File: src/rtl/mem_arbiter.sv
// mem_arbiter: shares one main-memory port between the instruction cache and
// the data cache. One cache owns the memory at a time and keeps it for the
// whole burst. A cache that is waiting for ownership sees 'stall' high.
//
// Tie-breaking between simultaneous requests is selected at build time:
//   ARB_ROUND_ROBIN_EN defined   : the port not granted most recently wins.
//   ARB_ROUND_ROBIN_EN undefined : fixed priority, the dcache always wins.
module mem_arbiter #(
   parameter int ADDR_WIDTH = 32,
   parameter int DATA_WIDTH = 32
) (
   input  logic                  clk,
   input  logic                  reset,
   // icache memory-side port
   input  logic                  i_mreq,
   input  logic [ADDR_WIDTH-1:0] i_maddr,
   input  logic [DATA_WIDTH-1:0] i_mwrite_data,
   input  logic                  i_m_wen,
   output logic [DATA_WIDTH-1:0] i_mread_data,
   output logic                  i_mready,
   // dcache memory-side port
   input  logic                  d_mreq,
   input  logic [ADDR_WIDTH-1:0] d_maddr,
   input  logic [DATA_WIDTH-1:0] d_mwrite_data,
   input  logic                  d_m_wen,
   output logic [DATA_WIDTH-1:0] d_mread_data,
   output logic                  d_mready,
   // shared main memory
   output logic                  m_req,
   output logic [ADDR_WIDTH-1:0] maddr,
   output logic [DATA_WIDTH-1:0] mwrite_data,
   output logic                  m_wen,
   input  logic [DATA_WIDTH-1:0] mread_data,
   input  logic                  mready,
   // status
   output logic                  stall,
   output logic [1:0]            grant
);

   typedef enum logic [1:0] {
      IDLE  = 2'b00,
      GNT_I = 2'b01,
      GNT_D = 2'b10
   } state_t;

   state_t state;
   state_t next_state;
   logic   tie_to_d;

`ifdef ARB_ROUND_ROBIN_EN
   // 0 = icache was granted most recently, 1 = dcache
   logic last;
   assign tie_to_d = ~last;
`else
   assign tie_to_d = 1'b1;
`endif

   // Pick the next owner: bursts are never preempted, and a released port
   // hands over directly to a waiting one without passing through IDLE.
   always_comb begin
      next_state = state;
      case (state)
         IDLE: begin
            if (d_mreq && (!i_mreq || tie_to_d)) begin
               next_state = GNT_D;
            end else if (i_mreq) begin
               next_state = GNT_I;
            end else begin
               next_state = IDLE;
            end
         end
         GNT_I: begin
            if (!i_mreq) begin
               next_state = d_mreq ? GNT_D : IDLE;
            end
         end
         GNT_D: begin
            if (!d_mreq) begin
               next_state = i_mreq ? GNT_I : IDLE;
            end
         end
         default: next_state = IDLE;
      endcase
   end

   // Owner register, registered one-hot grant and (optionally) the
   // round-robin history; reset wins over every transition.
   always_ff @(posedge clk) begin
      if (reset) begin
         state <= IDLE;
         grant <= 2'b00;
`ifdef ARB_ROUND_ROBIN_EN
         last  <= 1'b0;
`endif
      end else begin
         state <= next_state;
         case (next_state)
            GNT_I:   grant <= 2'b01;
            GNT_D:   grant <= 2'b10;
            default: grant <= 2'b00;
         endcase
`ifdef ARB_ROUND_ROBIN_EN
         if (next_state == GNT_I) begin
            last <= 1'b0;
         end else if (next_state == GNT_D) begin
            last <= 1'b1;
         end
`endif
      end
   end

   // Route the owner's port to memory; everything else is held at zero so a
   // non-owner never sees a stray ready or read data.
   always_comb begin
      m_req        = 1'b0;
      maddr        = '0;
      mwrite_data  = '0;
      m_wen        = 1'b0;
      i_mready     = 1'b0;
      d_mready     = 1'b0;
      i_mread_data = '0;
      d_mread_data = '0;
      case (state)
         GNT_I: begin
            m_req        = i_mreq;
            maddr        = i_maddr;
            mwrite_data  = i_mwrite_data;
            m_wen        = i_m_wen & i_mreq;
            i_mready     = mready & i_mreq;
            i_mread_data = mread_data;
         end
         GNT_D: begin
            m_req        = d_mreq;
            maddr        = d_maddr;
            mwrite_data  = d_mwrite_data;
            m_wen        = d_m_wen & d_mreq;
            d_mready     = mready & d_mreq;
            d_mread_data = mread_data;
         end
         default: begin
         end
      endcase
   end

   // A cache is stalled whenever it asks for memory it does not own.
   assign stall = (i_mreq & ~grant[0]) | (d_mreq & ~grant[1]);

   // Structural invariants of the arbiter outputs.
   always_ff @(posedge clk) begin
      if (!reset) begin
         assert (!(m_wen && !m_req));
         assert (grant != 2'b11);
      end
   end

endmodule

File: config.mk
export PLATFORM = sky130hd
export DESIGN_NAME = mem_arbiter
export DESIGN_NICKNAME = d
export VERILOG_FILES = /design/src/rtl/mem_arbiter.sv
export SDC_FILE = /design/constraint.sdc
export NUM_CORES = 1
export LEC_CHECK = 0
export ABC_AREA = 1
export CORE_AREA = 2 2 117 119
export CTS_CLUSTER_DIAMETER = 150
export DETAILED_ROUTE_END_ITERATION = 12
export DIE_AREA = 0 0 119 121
export PLACE_DENSITY_LB_ADDON = 0.3
export SYNTH_ARGS = -nofsm -noshare
export SYNTH_HDL_FRONTEND = slang
export SYNTH_SLANG_ARGS = --single-unit
File: constraint.sdc
create_clock -name clk -period 2.91 [get_ports clk]
set_input_delay 0.7275 -clock clk [delete_from_list [all_inputs] [get_ports clk]]
set_output_delay 0.7275 -clock clk [all_outputs]
set_load 0.03 [all_outputs]
==> impl_metrics.prom <==
# TYPE chip_impl_metric gauge
chip_impl_metric{name="synth.ff_latch_count",unit=""} 4
chip_impl_metric{name="route.detailed.drc",unit=""} 0
chip_impl_info{name="setup.worst_path.end_class",value="primary output"} 1
chip_impl_metric{name="ff2ff_setup_slack",unit="ns"} 1.45
chip_impl_metric{name="placement_rows",unit=""} 42
chip_impl_info{name="critical_path.startpoint",value="mread_data[16]"} 1
chip_impl_metric{name="mappedNetlistNets",unit=""} 572
chip_impl_metric{name="post-route-cell-area",unit="µm²"} 4930
chip_impl_metric{name="grt_antenna_before_repair",unit=""} 1
chip_impl_metric{name="postCtsSetupBuffers",unit=""} 0
chip_impl_metric{name="via_count_of_the_first_global_routing_pass",unit=""} 3215
chip_impl_metric{name="power.static_leakage",unit="nW"} 2.44
chip_impl_metric{name="fp.coreArea",unit="µm²"} 13100
chip_impl_metric{name="syn_avg_cell_area",unit="µm²"} 4.55
chip_impl_metric{name="starting_utilization_of_the_core_area",unit=""} 0.139
chip_impl_metric{name="yosys.area.top_type_share",unit=""} 0.418
chip_impl_metric{name="dp_hpwl",unit="µm"} 8690
chip_impl_metric{name="powerDensity",unit="nW/µm²"} 211
chip_impl_metric{name="worst_slew_margin_relative_to_its_limit",unit=""} 0.769
chip_impl_metric{name="cts.clk_slew.worst_paths",unit="ns"} 0.03
chip_impl_metric{name="fin_total_pwr",unit="W"} 0.00104
chip_impl_metric{name="cts.repair.resized",unit=""} 0
chip_impl_metric{name="gp_routability_congestion",unit=""} 0.790
chip_impl_metric{name="die_height",unit="µm"} 121
chip_impl_info{name="timing.critical_path.mode_cell",value="clkdlybuf4s50_1"} 1
chip_impl_info{name="min-delay-path-class",value="flop to flop"} 1
chip_impl_metric{name="detailedPlace.worstSlack",unit="ns"} 0.143
chip_impl_metric{name="synthesis.instances",unit=""} 399
chip_impl_info{name="critical_path.startpoint_type",value="input port"} 1
chip_impl_metric{name="timing.final.ws_setup",unit="ns"} 0.168
chip_impl_metric{name="worst_skew_pair.late_latency",unit="ns"} 0.23
chip_impl_metric{name="drt_first_iter_violations",unit=""} 96
chip_impl_metric{name="floorplan.io_pins",unit=""} 302
chip_impl_metric{name="synthesis.yosys.warnings",unit=""} 0
chip_impl_info{name="cts_tree",value="yes"} 1
chip_impl_info{name="r2r-end",value="grant[1]"} 1
chip_impl_metric{name="cp_slowest_stage_delay",unit="ns"} 0.67
chip_impl_metric{name="reg2reg_depth",unit=""} 8
chip_impl_metric{name="buffer_ports.inserted",unit=""} 301
chip_impl_metric{name="period_needed",unit="ns"} 2.74
chip_impl_info{name="timing.critical_path.max_delay_family",value="buffers and inverters"} 1
chip_impl_metric{name="post-route-period-util",unit=""} 0.942
chip_impl_info{name="cts-root-buf",value="clkbuf_16"} 1
chip_impl_info{name="timing.critical_path.cells",value="clkdlybuf4s50_1 > nand2_1 > inv_1 > clkdlybuf4s50_1"} 1
chip_impl_metric{name="track_usage",unit=""} 0.128
chip_impl_info{name="endpoint",value="i_mread_data[16]"} 1
chip_impl_metric{name="number_of_buffers_created_by_cts",unit=""} 3
chip_impl_info{name="final_cell_mix",value="202 x nand2_1, 199 x clkdlybuf4s50_1, 96 x buf_4, 73 x inv_1, 59 x a21oi_1"} 1
chip_impl_metric{name="clock_path_buffers",unit=""} 2
chip_impl_info{name="cell_types_with_the_largest_area_share_after_synthesis",value="nand2_1 42%, a21oi_1 16%, inv_1 15%"} 1
chip_impl_metric{name="route.vias.total",unit=""} 3355
chip_impl_metric{name="placedInstanceArea",unit="µm²"} 4850
chip_impl_metric{name="maxCapViolCount",unit=""} 0
chip_impl_info{name="critPathSlowestCell",value="clkdlybuf4s50_1"} 1
chip_impl_metric{name="buffers_inverters_on_critical_path",unit=""} 3
chip_impl_metric{name="drtAntennaViolNets",unit=""} 0
chip_impl_metric{name="postCtsHoldBufs",unit=""} 0
chip_impl_metric{name="drive_above_1_share",unit=""} 0.191
chip_impl_metric{name="whs",unit="ns"} 0.648
chip_impl_metric{name="cell_area_synth",unit="µm²"} 1820
chip_impl_metric{name="syn2layout_area_growth",unit="%"} 171
chip_impl_info{name="setup_repair_after_global_routing_missed_its_margin",value="no"} 1
chip_impl_metric{name="vdd.ir_drop.worst",unit="V"} 0.000180
chip_impl_metric{name="setup_violations",unit=""} 0
chip_impl_metric{name="grt_first_pass_wirelength",unit="µm"} 15400
chip_impl_metric{name="synth_seq_area_share",unit=""} 0.0441
chip_impl_info{name="layout_commonest_cell",value="nand2_1"} 1
chip_impl_metric{name="clock_sink_count",unit=""} 4
chip_impl_metric{name="area_enclosed_by_the_die_boundary",unit="µm²"} 14400
chip_impl_metric{name="critical_path_peak_fanout",unit=""} 2
chip_impl_metric{name="required",unit="ns"} 2.18
chip_impl_metric{name="wire_per_inst",unit="µm"} 11.8
chip_impl_metric{name="detail_route.first_pass.iterations",unit=""} 6
chip_impl_metric{name="max_slew.worst_pin.slew",unit="ns"} 0.347
chip_impl_metric{name="largest_net_degree_at_the_start_of_global_routing",unit=""} 61
chip_impl_metric{name="grt_residual_overflow",unit=""} 0
chip_impl_metric{name="via_per_inst",unit=""} 3.91
chip_impl_metric{name="finalHoldViolCount",unit=""} 0
chip_impl_metric{name="timing.fmax",unit="GHz"} 0.365
chip_impl_metric{name="crit_arrival",unit="ns"} 2.01
chip_impl_metric{name="yosysUniqueCellTypes",unit=""} 15
chip_impl_metric{name="timing.setup.tns",unit="ns"} 0
chip_impl_info{name="post-synth-top-area-cell",value="nand2_1"} 1
chip_impl_metric{name="timing.clock.skew",unit="ns"} 0.00361
chip_impl_info{name="r2r_start",value="state[0]"} 1
chip_impl_metric{name="nNetsFinal",unit=""} 856
chip_impl_info{name="status",value="finished clean"} 1
chip_impl_metric{name="final_max_slew_viol_count",unit=""} 0
chip_impl_info{name="kind_of_critical_path",value="input port to primary output"} 1
chip_impl_metric{name="routed_wl",unit="µm"} 10200
chip_impl_metric{name="critical_path_cell_count",unit=""} 4
chip_impl_metric{name="die-width",unit="µm"} 119
chip_impl_metric{name="clock_tree.htree_level_count",unit=""} 1
-- worst min path at each step --
stage,startpoint,to,slack [ns],depth (start not counted)
floorplan,state[1],grant[0],0.56,3
global placement,state[1],grant[0],0.62,3
detailed placement,state[1],grant[0],0.63,3
CTS,state[1],grant[0],0.65,3
global route,state[1],grant[0],0.69,3
finish,state[1],grant[0],0.65,3
-- kinds of logic after synthesis --
kind of cell	synth area share
buffers and inverters	0.248
AO/OA/AOI/OAI	0.200
flip-flops	0.0441
AND/OR/NAND/NOR	0.467
adder cells (fa/ha/maj)	0.0413
-- through the flow --
step,util,instances
floorplan,-,399
global placement,0.371,854
detailed placement,0.371,854
CTS,0.376,857
global route,0.376,857
finish,0.377,858
-- final cells by class --
type,instances,area (µm²)
Antenna cell,1,2.50
Timing Repair Buffer,308,2970
Inverter,74,278
Clock buffer,3,75.1
Multi-Input combinational cell,292,1300
Sequential cell,4,80.1
Tap cell,176,220
Fill cell,1379,8160
-- worst reg2reg max path, delay by kind of cell (launching register included) --
kind / cells / cell delay [ns]
fa+ha+maj: 1 / 0.22
buf+inv: 1 / 0.23
flops: 1 / 0.47
simple gates: 6 / 0.47
-- synthesized netlist by cell type, drive strengths merged --
| library cell | instances |
|---|---|
| dfxtp | 4 |
| ha | 6 |
| buf | 26 |
| inv | 74 |
| nor2 | 5 |
| nand3 | 4 |
| nand2 | 210 |
| a21oi | 66 |
| clkbuf | 3 |
| o22ai | 1 |
-- routing by layer --
layer	wire length, µm	GRT usage	share of wire
met1	3770	0.140	0.37
met2	5130	0.246	0.51
met3	1160	0.0390	0.11
met4	93	0.0179	0.0092
met5	0	0	0
-- registers in the layout, summed over array words and instances, names as in the netlist --
name / count
grant: 2
state: 2
-- report_power, final --
| group | internal, W | switching (W) |
|---|---|---|
| Sequential | 0.0000591 | 0.00000441 |
| Combinational | 0.000370 | 0.000387 |
| Clock | 0.000176 | 0.0000433 |
(Power assumes the default switching activity.)
==> RTL change (same settings) <==
Re-encode `state_t` (3 states) as one-hot, 3 bits wide.
--- a/src/rtl/mem_arbiter.sv
+++ b/src/rtl/mem_arbiter.sv
@@ -37,10 +37,10 @@
    output logic [1:0]            grant
 );
 
-   typedef enum logic [1:0] {
-      IDLE  = 2'b00,
-      GNT_I = 2'b01,
-      GNT_D = 2'b10
+   typedef enum logic [2:0] {
+      IDLE  = 3'b001,
+      GNT_I = 3'b010,
+      GNT_D = 3'b100
    } state_t;
 
    state_t state;
Behaviour: no difference found for any inputs over 10 cycles, from zero or initial values and one cycle with reset high; not proved beyond that.
==> RTL change against the original RTL <==
- design area fell by 1.7%
- sequential power increased by 36%
- sequential cell count rose by 1
- total power decreased by 4.0%
- non-clock buffer count unchanged
- register-to-register slack worse by 0.11 ns
- routed wire length rose by 14%
- area after synthesis is 10% lower
- combinational power decreased by 9.4%
- setup slack lost 0.058 ns
- critical path depth stayed put
- critical endpoint is now i_mread_data[25]
- largest cell class unchanged
- highest routed layer unchanged
==> RTL change: results (changes against the original RTL) <==
[run_status]
status=completed  ; unchanged

[clock_tree]
cts_root_buf=clkbuf_16  ; unchanged
cts_made_buffers=3  ; unchanged
path_clk_slew_ns=0.03  ; about the same
htree_num_levels=1  ; unchanged
clock_latency_ns=0.23  ; about the same
ctsLongestPathBuffers=2  ; unchanged
cts_resized=0  ; unchanged

[worst_setup_path]
crit_path_max_fanout=2  ; unchanged
crit_arrival_ns=2.07  ; was 2.01 ns

[global_route]
grt_pass1_wl_um=17300  ; was 15400 µm
grt_start_max_net_pins=59  ; was 61
grt_pass1_vias=3293  ; was 3215
antenna_found_initial=0  ; was 1
grtUsageTotal_pct=14.9  ; was 12.8%

[synthesis]
yosys-top-cells-area=nand2_1 31%, nand3_1 22%, nor2_1 16%  ; was nand2_1 42%, a21oi_1 16%, inv_1 15%
async_reset_ff_share_pct=0  ; unchanged
synthesis.nets=532  ; was 572
synth_cell_type_count=18  ; was 15
avgSynthCellArea_um2=4.47  ; was 4.55 µm²
ys_seq_area_share_pct=6.13  ; was 4.41%
synthTopCellsByCount=137 x nand2_1, 73 x nand3_1, 69 x nor2_1  ; was 202 x nand2_1, 74 x inv_1, 59 x a21oi_1
synthFlopType=dfxtp_1  ; unchanged

[drt]
drt-initial-drc-count=148  ; was 96
drt-total-wl_um=11600  ; was 10200 µm
drt-pass1-iter-count=4  ; was 6
viasPerCell=4.00  ; was 3.91
wl_per_cell_um=14.1  ; was 11.8 µm

[place]
dpl.hpwl_um=9430  ; was 8690 µm
preCtsSetupSlack_ns=0.106  ; was 0.143 ns
io_buffer_count=301  ; unchanged
routabilityCongestion=0.797  ; was 0.790

[cells_and_area]
fin_util_pct=37.0  ; was 37.7%
diodes=0  ; was 1
fill_cells=1371  ; was 1379
top_regs=state x3, grant x2  ; was grant x2, state x2
drive_gt1_share_pct=17.9  ; was 19.1%
nNetsFinal=816  ; was 856

[sta]
slew_headroom_pct=66.6  ; was 76.9%
finalCriticalPeriod_ns=2.80  ; was 2.74 ns
fin_skew_ns=0.000419  ; was 0.00361 ns

[worst_hold_path]
hold_class=register to register  ; unchanged

[power_and_ir_drop]
leakagePower_uw=0.00248  ; was 0.00244 µW
ir_drop_v=0.000186  ; was 0.000180 V

-- RTL change: cell count changes in the layout (fill, tap and decap cells not counted), moves of 4 or more --
cell     change
a21oi_1     -59
a21oi_2      -7
buf_12       +8
buf_4        -9
ha_1         -4
inv_1       -31
nand2_1     -65
nand2_2      -8
nand3_1     +69
nor2_1      +64
-- RTL change: kinds of logic after synthesis --
family          after synthesis  share of synthesized area, %
buf+inv                      72                          20.2
compound gates                3                         0.996
flops                         5                          6.13
simple gates                285                          72.7
-- RTL change: report_power, final --
group / leakage, µW / internal, µW / total (µW) / switching (µW)
clock: 0.0000382 / 181 / 226 / 44.1
combinational: 0.00240 / 346 / 686 / 340
sequential: 0.0000415 / 76.4 / 86.2 / 9.71
total: 0.00248 / 604 / 998 / 394
-- RTL change: final cells by class --
type                       instances  share of cell area, %
tap                              176                   4.54
multi-input combinational        288                   24.9
sequential                         5                   2.09
inverter                          43                   3.33
timing repair buffer             308                   63.5
clock buffer                       4                   1.63
-- RTL change: routing by layer --
layer | wire length (µm) | vias to the layer above | share of wire [%] | track usage (%)
met5 | 0 | - | 0 | 0
met1 | 4530 | 1436 | 39 | 16.7
met3 | 1140 | 4 | 9.8 | 4.56
met4 | 57 | 0 | 0.49 | 1.49
li1 | - | 1676 | - | -
met2 | 5880 | 180 | 51 | 28.4
-- RTL change: final timing paths --
check	cells after the start	endpoint	slack [ns]	start
max reg2reg	5	state[0]	1.34	state[1]
min reg2reg	5	state[2]	0.69	state[2]
min	5	state[2]	0.69	state[2]
max	4	i_mread_data[25]	0.11	mread_data[25]
-- RTL change: worst max-delay path, cell delays in order --
cell,delay (ns)
clkdlybuf4s50_1,0.46
inv_1,0.07
nor2_1,0.11
clkdlybuf4s50_1,0.70
